`config.mk`:
```
export PLATFORM = sky130hd
export DESIGN_NAME = bf_run_ctrl_flat
export DESIGN_NICKNAME = d
export VERILOG_FILES = /design/src/rtl/bf_run_ctrl_if.sv /design/src/rtl/bf_run_ctrl.sv /design/src/flat_wrapper.sv
export SDC_FILE = /design/constraint.sdc
export NUM_CORES = 1
export LEC_CHECK = 0
export ABC_AREA = 1
export ABC_CLOCK_PERIOD_IN_PS = 1700
export BUFFER_PORTS_ARGS = -buffer_cell sky130_fd_sc_hd__buf_2
export CORE_MARGIN = 8
export CORE_UTILIZATION = 35
export DETAILED_ROUTE_END_ITERATION = 8
export SYNTH_ARGS = -nofsm -noshare
export SYNTH_HDL_FRONTEND = slang
export SYNTH_SLANG_ARGS = --single-unit
```
`constraint.sdc`:
```
create_clock -name CLK -period 1.7 [get_ports CLK]
set_input_delay 0.17 -clock CLK [delete_from_list [all_inputs] [get_ports CLK]]
set_output_delay 0.17 -clock CLK [all_outputs]
set_load 0.02 [all_outputs]
```
`src/rtl/bf_run_ctrl_if.sv`:
```
// Core-side control bundle between the run controller and the brainfuck core.
// master = controller (issues load/clear/run/step), slave = core (reports status).
interface bf_run_ctrl_if;
    logic core_loaded;
    logic core_halted;
    logic core_instr_done;
    logic load_req;
    logic core_clear;
    logic core_run;
    logic core_step;

    modport master (
        input  core_loaded, core_halted, core_instr_done,
        output load_req, core_clear, core_run, core_step
    );

    modport slave (
        output core_loaded, core_halted, core_instr_done,
        input  load_req, core_clear, core_run, core_step
    );
endinterface

```
`src/rtl/bf_run_ctrl.sv`:
```
// Front-panel run controller: debounces load/start/step and sequences the core; optional watchdog via RUN_WATCHDOG_EN.
// Latency: control pulse DB_CYCLES+3 edges after raw press is first sampled; core status -> outputs 1 cycle.
// Backpressure: none; buttons arriving in busy states (LOADING, STEP, ...) are dropped, not queued.
module bf_run_ctrl #(
    parameter int unsigned DB_CYCLES = 65536
`ifdef RUN_WATCHDOG_EN
  , parameter int unsigned WD_CYCLES = 16777216
`endif
) (
    input  logic                CLK,
    input  logic                resetn,
    input  logic                btn_load,
    input  logic                btn_start,
    input  logic                btn_step,
    bf_run_ctrl_if.master       core,
    output logic [2:0]          state_id,
    output logic                wd_timeout
);

    localparam int CW = $clog2(DB_CYCLES + 1);
    localparam int B_STEP  = 0;
    localparam int B_START = 1;
    localparam int B_LOAD  = 2;

    typedef enum logic [2:0] {
        S_IDLE    = 3'd0,
        S_LOADING = 3'd1,
        S_READY   = 3'd2,
        S_RUNNING = 3'd3,
        S_PAUSED  = 3'd4,
        S_STEP    = 3'd5,
        S_DONE    = 3'd6
    } state_t;

    logic [2:0]    btn_raw;
    logic [2:0]    sync1;
    logic [2:0]    sync2;
    logic [2:0]    acc;
    logic [2:0]    acc_d;
    logic [2:0]    btn_pls;
    logic [CW-1:0] db_cnt [3];

    state_t state;
    state_t state_nxt;
    logic   clr_nxt, load_nxt, run_nxt, step_nxt;
    logic   clr_q, load_q, run_q, step_q;
    logic   wd_hit;
    logic   wd_to_nxt;

    assign btn_raw = {btn_load, btn_start, btn_step};

    // Accepted level only changes after DB_CYCLES consecutive disagreeing samples.
    always_ff @(posedge CLK or negedge resetn) begin
        if (!resetn) begin
            sync1 <= '0;
            sync2 <= '0;
            acc   <= '0;
            acc_d <= '0;
            for (int i = 0; i < 3; i++) db_cnt[i] <= '0;
        end else begin
            sync1 <= btn_raw;
            sync2 <= sync1;
            acc_d <= acc;
            for (int i = 0; i < 3; i++) begin
                if (sync2[i] != acc[i]) begin
                    if (db_cnt[i] == CW'(DB_CYCLES - 1)) begin
                        acc[i]    <= sync2[i];
                        db_cnt[i] <= '0;
                    end else begin
                        db_cnt[i] <= db_cnt[i] + 1'b1;
                    end
                end else begin
                    db_cnt[i] <= '0;
                end
            end
        end
    end

    assign btn_pls = acc & ~acc_d;

`ifdef RUN_WATCHDOG_EN
    logic [31:0] wd_cnt;
    logic        wd_to_q;

    assign wd_hit     = (state == S_RUNNING) && (wd_cnt >= WD_CYCLES - 1);
    assign wd_timeout = wd_to_q;

    always_ff @(posedge CLK or negedge resetn) begin
        if (!resetn) begin
            wd_cnt  <= '0;
            wd_to_q <= 1'b0;
        end else begin
            wd_to_q <= wd_to_nxt;
            if (clr_nxt)
                wd_cnt <= '0;
            else if (run_q)
                wd_cnt <= wd_cnt + 32'd1;
        end
    end
`else
    assign wd_hit     = 1'b0;
    assign wd_timeout = 1'b0;
`endif

    always_ff @(posedge CLK or negedge resetn) begin
        if (!resetn) begin
            state  <= S_IDLE;
            clr_q  <= 1'b0;
            load_q <= 1'b0;
            run_q  <= 1'b0;
            step_q <= 1'b0;
        end else begin
            state  <= state_nxt;
            clr_q  <= clr_nxt;
            load_q <= load_nxt;
            run_q  <= run_nxt;
            step_q <= step_nxt;
        end
    end

    // Button priority inside each state: load > start > step.
    always_comb begin
        state_nxt = state;
        clr_nxt   = 1'b0;
        load_nxt  = 1'b0;
        wd_to_nxt = wd_timeout;
        case (state)
            S_IDLE: begin
                if (btn_pls[B_LOAD]) begin
                    clr_nxt   = 1'b1;
                    load_nxt  = 1'b1;
                    state_nxt = S_LOADING;
                end
            end
            S_LOADING: begin
                if (core.core_loaded) state_nxt = S_READY;
            end
            S_READY, S_PAUSED: begin
                if (btn_pls[B_LOAD]) begin
                    clr_nxt   = 1'b1;
                    load_nxt  = 1'b1;
                    state_nxt = S_LOADING;
                end else if (btn_pls[B_START]) begin
                    state_nxt = S_RUNNING;
                end else if (btn_pls[B_STEP]) begin
                    state_nxt = S_STEP;
                end
            end
            S_RUNNING: begin
                if (core.core_halted) begin
                    state_nxt = S_DONE;
                end else if (wd_hit) begin
                    state_nxt = S_DONE;
                    wd_to_nxt = 1'b1;
                end else if (btn_pls[B_START]) begin
                    state_nxt = S_PAUSED;
                end
            end
            S_STEP: begin
                if (core.core_instr_done)
                    state_nxt = core.core_halted ? S_DONE : S_PAUSED;
            end
            S_DONE: begin
                if (btn_pls[B_LOAD]) begin
                    clr_nxt   = 1'b1;
                    load_nxt  = 1'b1;
                    state_nxt = S_LOADING;
                end else if (btn_pls[B_START]) begin
                    clr_nxt   = 1'b1;
                    state_nxt = S_READY;
                end
            end
            default: state_nxt = S_IDLE;
        endcase
        if (clr_nxt) wd_to_nxt = 1'b0;
        run_nxt  = (state_nxt == S_RUNNING);
        step_nxt = (state_nxt == S_STEP) && (state != S_STEP);
    end

    assign core.core_clear = clr_q;
    assign core.load_req   = load_q;
    assign core.core_run   = run_q;
    assign core.core_step  = step_q;
    assign state_id        = state;

endmodule

```
`src/flat_wrapper.sv`:
```
// flat-port wrapper written by rule: the top's interface ports become plain ports
module bf_run_ctrl_flat 
#(
    parameter int unsigned DB_CYCLES = 65536

)
  (CLK, resetn, btn_load, btn_start, btn_step, state_id, wd_timeout, core_core_loaded, core_core_halted, core_core_instr_done, core_load_req, core_core_clear, core_core_run, core_core_step);
  bf_run_ctrl_if core_i ();
  input  logic CLK;
  input  logic resetn;
  input  logic btn_load;
  input  logic btn_start;
  input  logic btn_step;
  output logic [2:0] state_id;
  output logic wd_timeout;
  input wire logic [$bits(core_i.core_loaded)-1:0] core_core_loaded;
  input wire logic [$bits(core_i.core_halted)-1:0] core_core_halted;
  input wire logic [$bits(core_i.core_instr_done)-1:0] core_core_instr_done;
  output wire logic [$bits(core_i.load_req)-1:0] core_load_req;
  output wire logic [$bits(core_i.core_clear)-1:0] core_core_clear;
  output wire logic [$bits(core_i.core_run)-1:0] core_core_run;
  output wire logic [$bits(core_i.core_step)-1:0] core_core_step;
  assign core_i.core_loaded = core_core_loaded;
  assign core_i.core_halted = core_core_halted;
  assign core_i.core_instr_done = core_core_instr_done;
  assign core_load_req = core_i.load_req;
  assign core_core_clear = core_i.core_clear;
  assign core_core_run = core_i.core_run;
  assign core_core_step = core_i.core_step;
  bf_run_ctrl #(.DB_CYCLES(DB_CYCLES)) u_core (.CLK(CLK), .resetn(resetn), .btn_load(btn_load), .btn_start(btn_start), .btn_step(btn_step), .core(core_i), .state_id(state_id), .wd_timeout(wd_timeout));
endmodule
```
==> metrics list, run 1 <==
* Hold violation total from the final report: 0
- Walking the worst path, the cells encountered are ha_1 > nand2_1 > inv_1 > nand2_1 > nor2_2 > nand3_2 > nand2_2 > nor2_1.
- The total area inside the core boundary comes to 9640 um^2.
- Final HPWL from detailed placement: 4.50 mm
- Routed wirelength normalized by instance count: 10.4 um
- Initial core utilization: 0.357
* Number of warning messages in the yosys log: 0
- Share of the synthesized area in the top cell type: 0.509
- Largest net degree at the start of global routing: 71
- Met3 track utilization from global routing: 0.0263
- Hold buffers post-CTS: 4
- Of the total synthesized cell area, the portion taken by AND, OR, NAND and NOR gates is 0.321.
- Dividing the synthesized area by the synthesized cell count gives 7.90 um^2.
- The via count of the first global-routing pass is 2573.
- CP endpoint: u_core.db_cnt[24]$_DFF_PN0_
* Routability cong.: 0.827
- Arithmetic-cell share of the synthesized area counting full adders, half adders and majority gates: 0.0109
- For this run, global-route usage on met2 was measured as 0.170.
* Clock input transition at the sequential cells of the worst setup and hold paths: 80 ps
- Once detail routing completed, the nets flagged for antenna violations numbered 0.
- The path class of the tightest hold or removal check is primary input to flip-flop.
* Fin util: 0.407
* Max-cap violation count: 0
* Maximum net fanout on the critical path: 9
* Filler cells: 980
- Final cycle utilization of the critical path: 0.876
- RSZ-0062 raised after global routing: no
* Proportion of synthesized chip area in sequential cells: 0.509
- The final layout contains 476 nets.
- Final Total Pwr: 3.12 mW
* DRC violation total after the first TritonRoute iteration: 155
- Largest cells by area after synthesis: dfrtp_1 51%, nand2_1 13%, nor2_1 11%, xor2_1 5.6%, inv_1 5.1%
- Count of standard-cell rows: 36
- Summed over all layers, the global routing overflow is 0.
- In this run the register-to-register setup slack is 210 ps.
- Largest family of logic cells by synthesized area: simple AND/OR/NAND/NOR gates
- PortBufs: 14
- Synth unique cells: 25
- Power spread over the standard cell area amounts to 795 nW/um^2.
- Clock tree synthesis inserted a total of 9 buffers.
- The global routing stage identified its most utilized layer as met2.
* Biggest cell delay along the critical path: 380 ps
* Area growth from synthesis to final layout: 14.2%
- Worst supply voltage drop on vdd: 0.000278 V
- #FFs+latches synth: 70
- Xor/xnor cell area share of the yosys netlist: 0.0713
- Counting cells, the worst reg-to-reg path comes to 8.
- STA classifies the critical path startpoint as a flip-flop.
- Across every metal layer, demand over resource in global routing totals 0.107.
- WP data arrival: 1720 ps
- TritonCTS clock tree: done
- Mapped Cells: 435
- Reg2reg start: u_core.db_cnt[17]$_DFF_PN0_
- DRC violations left: 0
- The routed layout has 2663 vias.
- Highest-delay cell along the critical path: dfrtp_1
- At the later pin of the worst-skew pair, clock insertion delay measures 350 ps.
- Crit path time final: 1490 ps
- Synthesized Nets: 446
- For met1 alone, demand over resource in global routing was 0.131.
- In this run the vertical extent of the chip is 115 um.
- Critical Path RT: 1930 ps
* Placed Instance Area: 3700 um^2
- H-tree levels: 3
- The root buffer cell chosen for the clock tree is clkbuf_8.
- Leakage power summed over all cells: 1.84 nW
- Ratio of cells with drive above 1 in the final layout: 0.104
* Number of endpoints failing setup at the final stage: 0
- For the final database, setup skew stands at 6.08 ps.
- In this run, post-CTS repair resized a total of 0 instances.
- The first global-routing pass estimated 11.3 mm of wire.
* Cell area after layout: 3930 um^2
* Max-slew violation count: 0
* Wire length after detailed routing: 6.25 mm
- Outcome: completed
* First drt pass iteration count: 4
- Timing-limited maximum frequency: 672 MHz
- The synthesized netlist occupies a cell area of 3440 um^2.
- Clock buffer depth: 2
- After clock tree synthesis, the setup repair step added 0 buffers.
- Antenna diode count: 0
- The compound-cell area share of the yosys netlist was 0.0262.
- Kind of end point of the critical path: flip-flop
- Launch point of the critical path: u_core.db_cnt[17]$_DFF_PN0_
* Multiplexer share of the synthesized area: 0
- In this run the horizontal extent of the chip is 115 um.
* Antenna violations before repair: 0
- Dividing the detail-routed via count by the number of cells gives 4.42.
- For this design, the sink count on the clock tree is 70.
* Category of the critical setup timing path: flip-flop to flip-flop
* End of the worst register-to-register path: u_core.db_cnt[24]$_DFF_PN0_
- CP most frequent cell: nand2_1
- Pin placement for this block handled 16 I/O pins.
- dfrtp_1 takes more of the synthesized area than any other cell.
* Summed negative setup slack over all endpoints: 0 ps
- On the final layout, the worst hold slack is 86.4 ps.
- Area enclosed by the die boundary: 13300 um^2
==> power breakdown <==
group	total [mW]	switching, mW	internal [mW]
logic	0.120	0.0786	0.0416
clock network	1.30	0.633	0.666
registers	1.70	0.0153	1.69
total	3.12	0.727	2.40
==> cell usage after synthesis (all sizes together) <==
library cell	n
nor2	105
o21ai	7
xor2	22
inv	50
nand4	6
dfrtp	70
xnor2	6
buf	3
nor3	9
nand2	120
a21oi	5
a21o	1
conb	1
o21bai	3
nor3b	1
ha	3
nand3	23
==> per-layer routing <==
metal	part of all wire	vias up
met3	0.037	13
li1	-	1391
met2	0.45	39
met4	0.024	0
met5	0	-
met1	0.49	1220
==> layout make-up <==
| class | instances | area [um^2] | share of cell area |
|---|---|---|---|
| Clock buffer | 9 | 124 | 0.0316 |
| Clock inverter | 6 | 63.8 | 0.0163 |
| Inverter | 50 | 188 | 0.0478 |
| Multi-Input combinational cell | 312 | 1480 | 0.377 |
| Sequential cell | 70 | 1750 | 0.446 |
| Tap cell | 133 | 166 | 0.0424 |
| Timing Repair Buffer | 22 | 153 | 0.0389 |
==> layout by cell type (no fill, tap or decap), drive strengths merged, types with 5 or more instances in the layout <==
| cell | count |
|---|---|
| clkbuf | 9 |
| inv | 50 |
| nor3 | 9 |
| dfrtp | 70 |
| nand3 | 23 |
| buf | 18 |
| a21oi | 5 |
| xor2 | 22 |
| nand4 | 6 |
| o21ai | 7 |
| xnor2 | 6 |
| nand2 | 120 |
| nor2 | 105 |
==> critical path: cells and delay by family, from the launching register on <==
| family | cells | cell delay (ps) |
|---|---|---|
| AND/OR/NAND/NOR | 6 | 740 |
| adder cells (fa/ha/maj) | 1 | 180 |
| flip-flops | 1 | 380 |
| buffers and inverters | 1 | 80 |
==> worst min-delay path by stage <==
| stage | start | end | slack (ps) | depth (start not counted) |
|---|---|---|---|---|
| after floorplan | resetn | u_core.acc[0]$_DFFE_PN0P_ | -130 | 0 |
| after global placement | resetn | u_core.db_cnt[26]$_DFF_PN0_ | 220 | 2 |
| after detailed placement | resetn | u_core.db_cnt[30]$_DFF_PN0_ | 220 | 2 |
| after CTS | core_core_halted | u_core.state_id[1]$_DFF_PN0_ | 80 | 3 |
| after global routing | core_core_halted | u_core.state_id[1]$_DFF_PN0_ | 120 | 3 |
| final | core_core_halted | u_core.state_id[1]$_DFF_PN0_ | 90 | 3 |
==> metrics by stage <==
stage / cells / setup slack (ps)
after floorplan: 435 / 398
after global placement: 583 / 261
after detailed placement: 583 / 212
after CTS: 602 / 198
after global routing: 602 / 8.30
final: 602 / 211
==> state kept, by name, indices dropped and copies added (netlist names) <==
register and cells:
u_core.db_cnt 51, u_core.acc 3, u_core.acc_d 3, u_core.state_id 3, u_core.sync1 3, u_core.sync2 3, u_core.core.core_clear 1, u_core.core.core_run 1
u_core.core.core_step 1, u_core.core.load_req 1
==> cells by family (layout without fill, tap and decap cells) <==
logic type                 count (synthesis)  in the layout
buffers and inverters                     53             87
xor gates and xnor gates                  28             28
adders and majority gates                  3              3
AOI/OAI and AO/OA                         16             16
other                                      1              1
and+or+nand+nor                          264            264
DFF                                       70             70
Note: power is estimated with default switching activity, not from simulation.
==> run 2, diff against run 1 <==
Settings changed: REMOVE_ABC_BUFFERS set to 1.
==> run 2 against run 1 <==
  * Via count is 0.41% lower
  * Wire length hardly changed
  * Die area stayed put
  * Sequential share of layout area is 0.071 points higher
  * Sequential cell count stayed put
  * Non-clock buffer count stayed put
  * Combinational power hardly changed
  * Sequential power hardly changed
  * Global-route usage is 0.16 points lower
  * Critical path depth stayed put
  * Worst setup slack better by 12 ps
==> metrics list, run 2 (same netlist as run 1, synthesis figures left out) <==
* Share of total power in the clock network: 0.407 (was 0.416)
- Combinational power share: 0.039 (was 0.038)
- Die Span X: 115 um (unchanged)
- The fill cell total of the finished layout came to 1021 (was 980).
- Placed Instance Area: 3700 um^2 (unchanged)
- The sequential power share was 0.554 (was 0.546).
- Setup WS pre-CTS: 219 ps (was 212 ps)
* Area occupied by registers: 1750 um^2 (unchanged)
- Outcome: completed (unchanged).
- The ratio of total power to cell area came to 784 nW/um^2 (was 795 nW/um^2).
- Clock buffers created by TritonCTS: 9 (unchanged)
* WP data arrival: 1700 ps (was 1720 ps)
- The post-synthesis to final-layout area growth was 14.0% (was 14.2%).
- Final cell count without fillers: 603 (was 602)
- Net count reported at finish: 476 (unchanged)
- Ratio of cells with drive above 1 in the final layout: 0.102 (was 0.104)
* Via/cell ratio: 4.40 (was 4.42)
* Wire length after detailed routing: 6.25 mm (about the same)
- The clock tree from TritonCTS is done (unchanged).
* Worst supply voltage drop on vdd: 0.000435 V (was 0.000278 V)
- The net load switching power is 675 uW (was 727 uW).
- Routed wirelength normalized by instance count: 10.4 um (about the same)
* Biggest cell delay along the critical path: 380 ps (about the same)
- Final cycle utilization of the critical path: 0.868 (was 0.876)
- PortBufs: 14 (unchanged)
* Final WS setup: 224 ps (was 211 ps)
- Timing-limited maximum frequency: 677 MHz (was 672 MHz)
* Max-cap violation count: 0 (unchanged)
* Number of flip-flops in the largest register: 51 (unchanged)
- Ordered list of cells on the worst path: ha_1 > nand2_1 > inv_1 > nand2_1 > nor2_2 > nand3_1 > nand2_4 > nor2_1 (was ha_1 > nand2_1 > inv_1 > nand2_1 > nor2_2 > nand3_2 > nand2_2 > nor2_1)
- Category of the critical setup timing path: flip-flop to flip-flop (unchanged)
- Smallest hold slack: 115 ps (was 86.4 ps)
- The clock period minus worst slack came to 1480 ps (was 1490 ps).
- The critical path capture point type is a flip-flop (unchanged).
- The number of endpoints with negative hold slack in the final report came to 0 (unchanged).
* Commonest cells after routing, fill and taps aside: 116 x nand2_1, 98 x nor2_1, 70 x dfrtp_1 (unchanged)
- The worst setup skew after layout came to 6.57 ps (was 6.08 ps).
- The switching power as a share of total power came to 0.220 (was 0.233).
- Number of global-route vias before repair: 2566 (was 2573)
- Io pins: 16 (unchanged)
- RSZ-0062 raised after global routing: no (unchanged).
- The count of final setup violators came to 0 (unchanged).
- The leakage component of the power came to 1.85 nW (was 1.84 nW).
* Antenna violations before repair: 0 (unchanged)
- The overall global routing resource usage was 0.106 (was 0.107).
* Fin util: 0.407 (about the same)
* Multi-input gate area: 1480 um^2 (unchanged)
- The total count of max-transition violations in the final report was 0 (unchanged).
- Internal power of the cells: 2.40 mW (about the same)
* Number of buffers added for setup after CTS: 0 (unchanged)
- Highest-delay cell along the critical path: dfrtp_1 (unchanged)
- The residual overflow from global routing is 0 (unchanged).
- The path category of the worst min-delay check is primary input to flip-flop (unchanged).
- The clock latency at the later pin of the worst-skew pair came to 340 ps (was 350 ps).
- The vertical extent of the die was 115 um (unchanged).
- The final RePlAce weighted congestion was 0.841 (was 0.827).
- DRC violations left: 0 (unchanged)
* Number of placed cells counting well taps: 583 (unchanged)
- The dominant cell type by count on the critical path was nand2_1 (unchanged).
- The final sum of negative setup slack is 0 ps (unchanged).
- Cell area after layout: 3920 um^2 (was 3930 um^2)
* Final Total Pwr: 3.07 mW (was 3.12 mW)
- Hold buffers post-CTS: 4 (unchanged)
- Largest register by flop count: u_core.db_cnt (unchanged)
* Initial core utilization: 0.357 (unchanged)
- The area enclosed by the die boundary was 13300 um^2 (unchanged).
- The clock-pin transition on the worst setup and hold timing paths was 70 ps (was 80 ps).
- The violation count after the first detailed-routing iteration was 110 (was 155).
- The largest net degree at the start of global routing was 55 (was 71).
- Cts repair resizes: 0 (unchanged)
- The global-route wire length before repair came to 11.3 mm (about the same).
- Maximum net fanout on the critical path: 9 (unchanged)
* Core area: 9640 um^2 (unchanged)
* H-tree levels: 3 (unchanged)
- CP Launch Type: flip-flop (unchanged)
- The number of antenna diodes was 0 (unchanged).
- The critical path data required time is 1920 ps (was 1930 ps).
- The detailed placement HPWL came to 4.55 mm (was 4.50 mm).
- Vias post-DR: 2652 (was 2663)
- First drt pass iteration count: 5 (was 4)
* Remaining number of nets flagged by the antenna check after routing: 0 (unchanged)
* Clock net sink count: 70 (unchanged)
- Count of standard-cell rows: 36 (unchanged)
- Clock root buffer master: clkbuf_8 (unchanged)
* Commonest non-fill, non-tap cell in the layout: nand2_1 (unchanged)
- Clock buffer depth: 2 (unchanged)
==> run 2: routing by layer <==
layer | global-route usage | part of all wire | vias to the layer above
li1 | - | - | 1389
met1 | 0.137 | 0.50 | 1214
met2 | 0.160 | 0.44 | 38
met3 | 0.0352 | 0.041 | 11
met4 | 0.0403 | 0.018 | 0
met5 | 0 | 0 | -
==> run 2: final cells by class <==
type	instances	area share
flip-flops and latches	70	0.447
multi-input cells	312	0.377
inverters	50	0.0479
well taps	133	0.0425
repair buffers	22	0.0390
clock buffers	11	0.0335
clock inverters	5	0.0128
==> run 2: final timing paths <==
path | startpoint | endpoint | slack [ps] | cells past startpoint
max | u_core.db_cnt[0]$_DFF_PN0_ | u_core.db_cnt[3]$_DFF_PN0_ | 220 | 8
min | core_core_halted | u_core.state_id[1]$_DFF_PN0_ | 110 | 3
max reg2reg | u_core.db_cnt[0]$_DFF_PN0_ | u_core.db_cnt[3]$_DFF_PN0_ | 220 | 8
min reg2reg | u_core.sync1[0]$_DFF_PN0_ | u_core.sync2[0]$_DFF_PN0_ | 350 | 0
max in group asynchronous | resetn | u_core.sync1[0]$_DFF_PN0_ | 780 | 3
min in group asynchronous | resetn | u_core.core.core_step$_DFF_PN0_ | 300 | 2
==> run 2: power by group through the flow <==
stage          logic (mW)  registers [mW]  clock network, mW
2_1_floorplan      0.0510            1.73                  0
3_5_place_dp        0.117            1.74                  0
6_report            0.119            1.70               1.25
3_3_place_gp        0.115            1.74                  0
4_1_cts             0.125            1.70               1.31
5_1_grt             0.140            1.71               1.39
==> run 2: worst max-delay path, delay by kind of cell (launching register included) <==
family	cells	cell delay, ps
flip-flops	1	380
adder cells (fa/ha/maj)	1	180
buffers and inverters	1	80
AND/OR/NAND/NOR	6	730
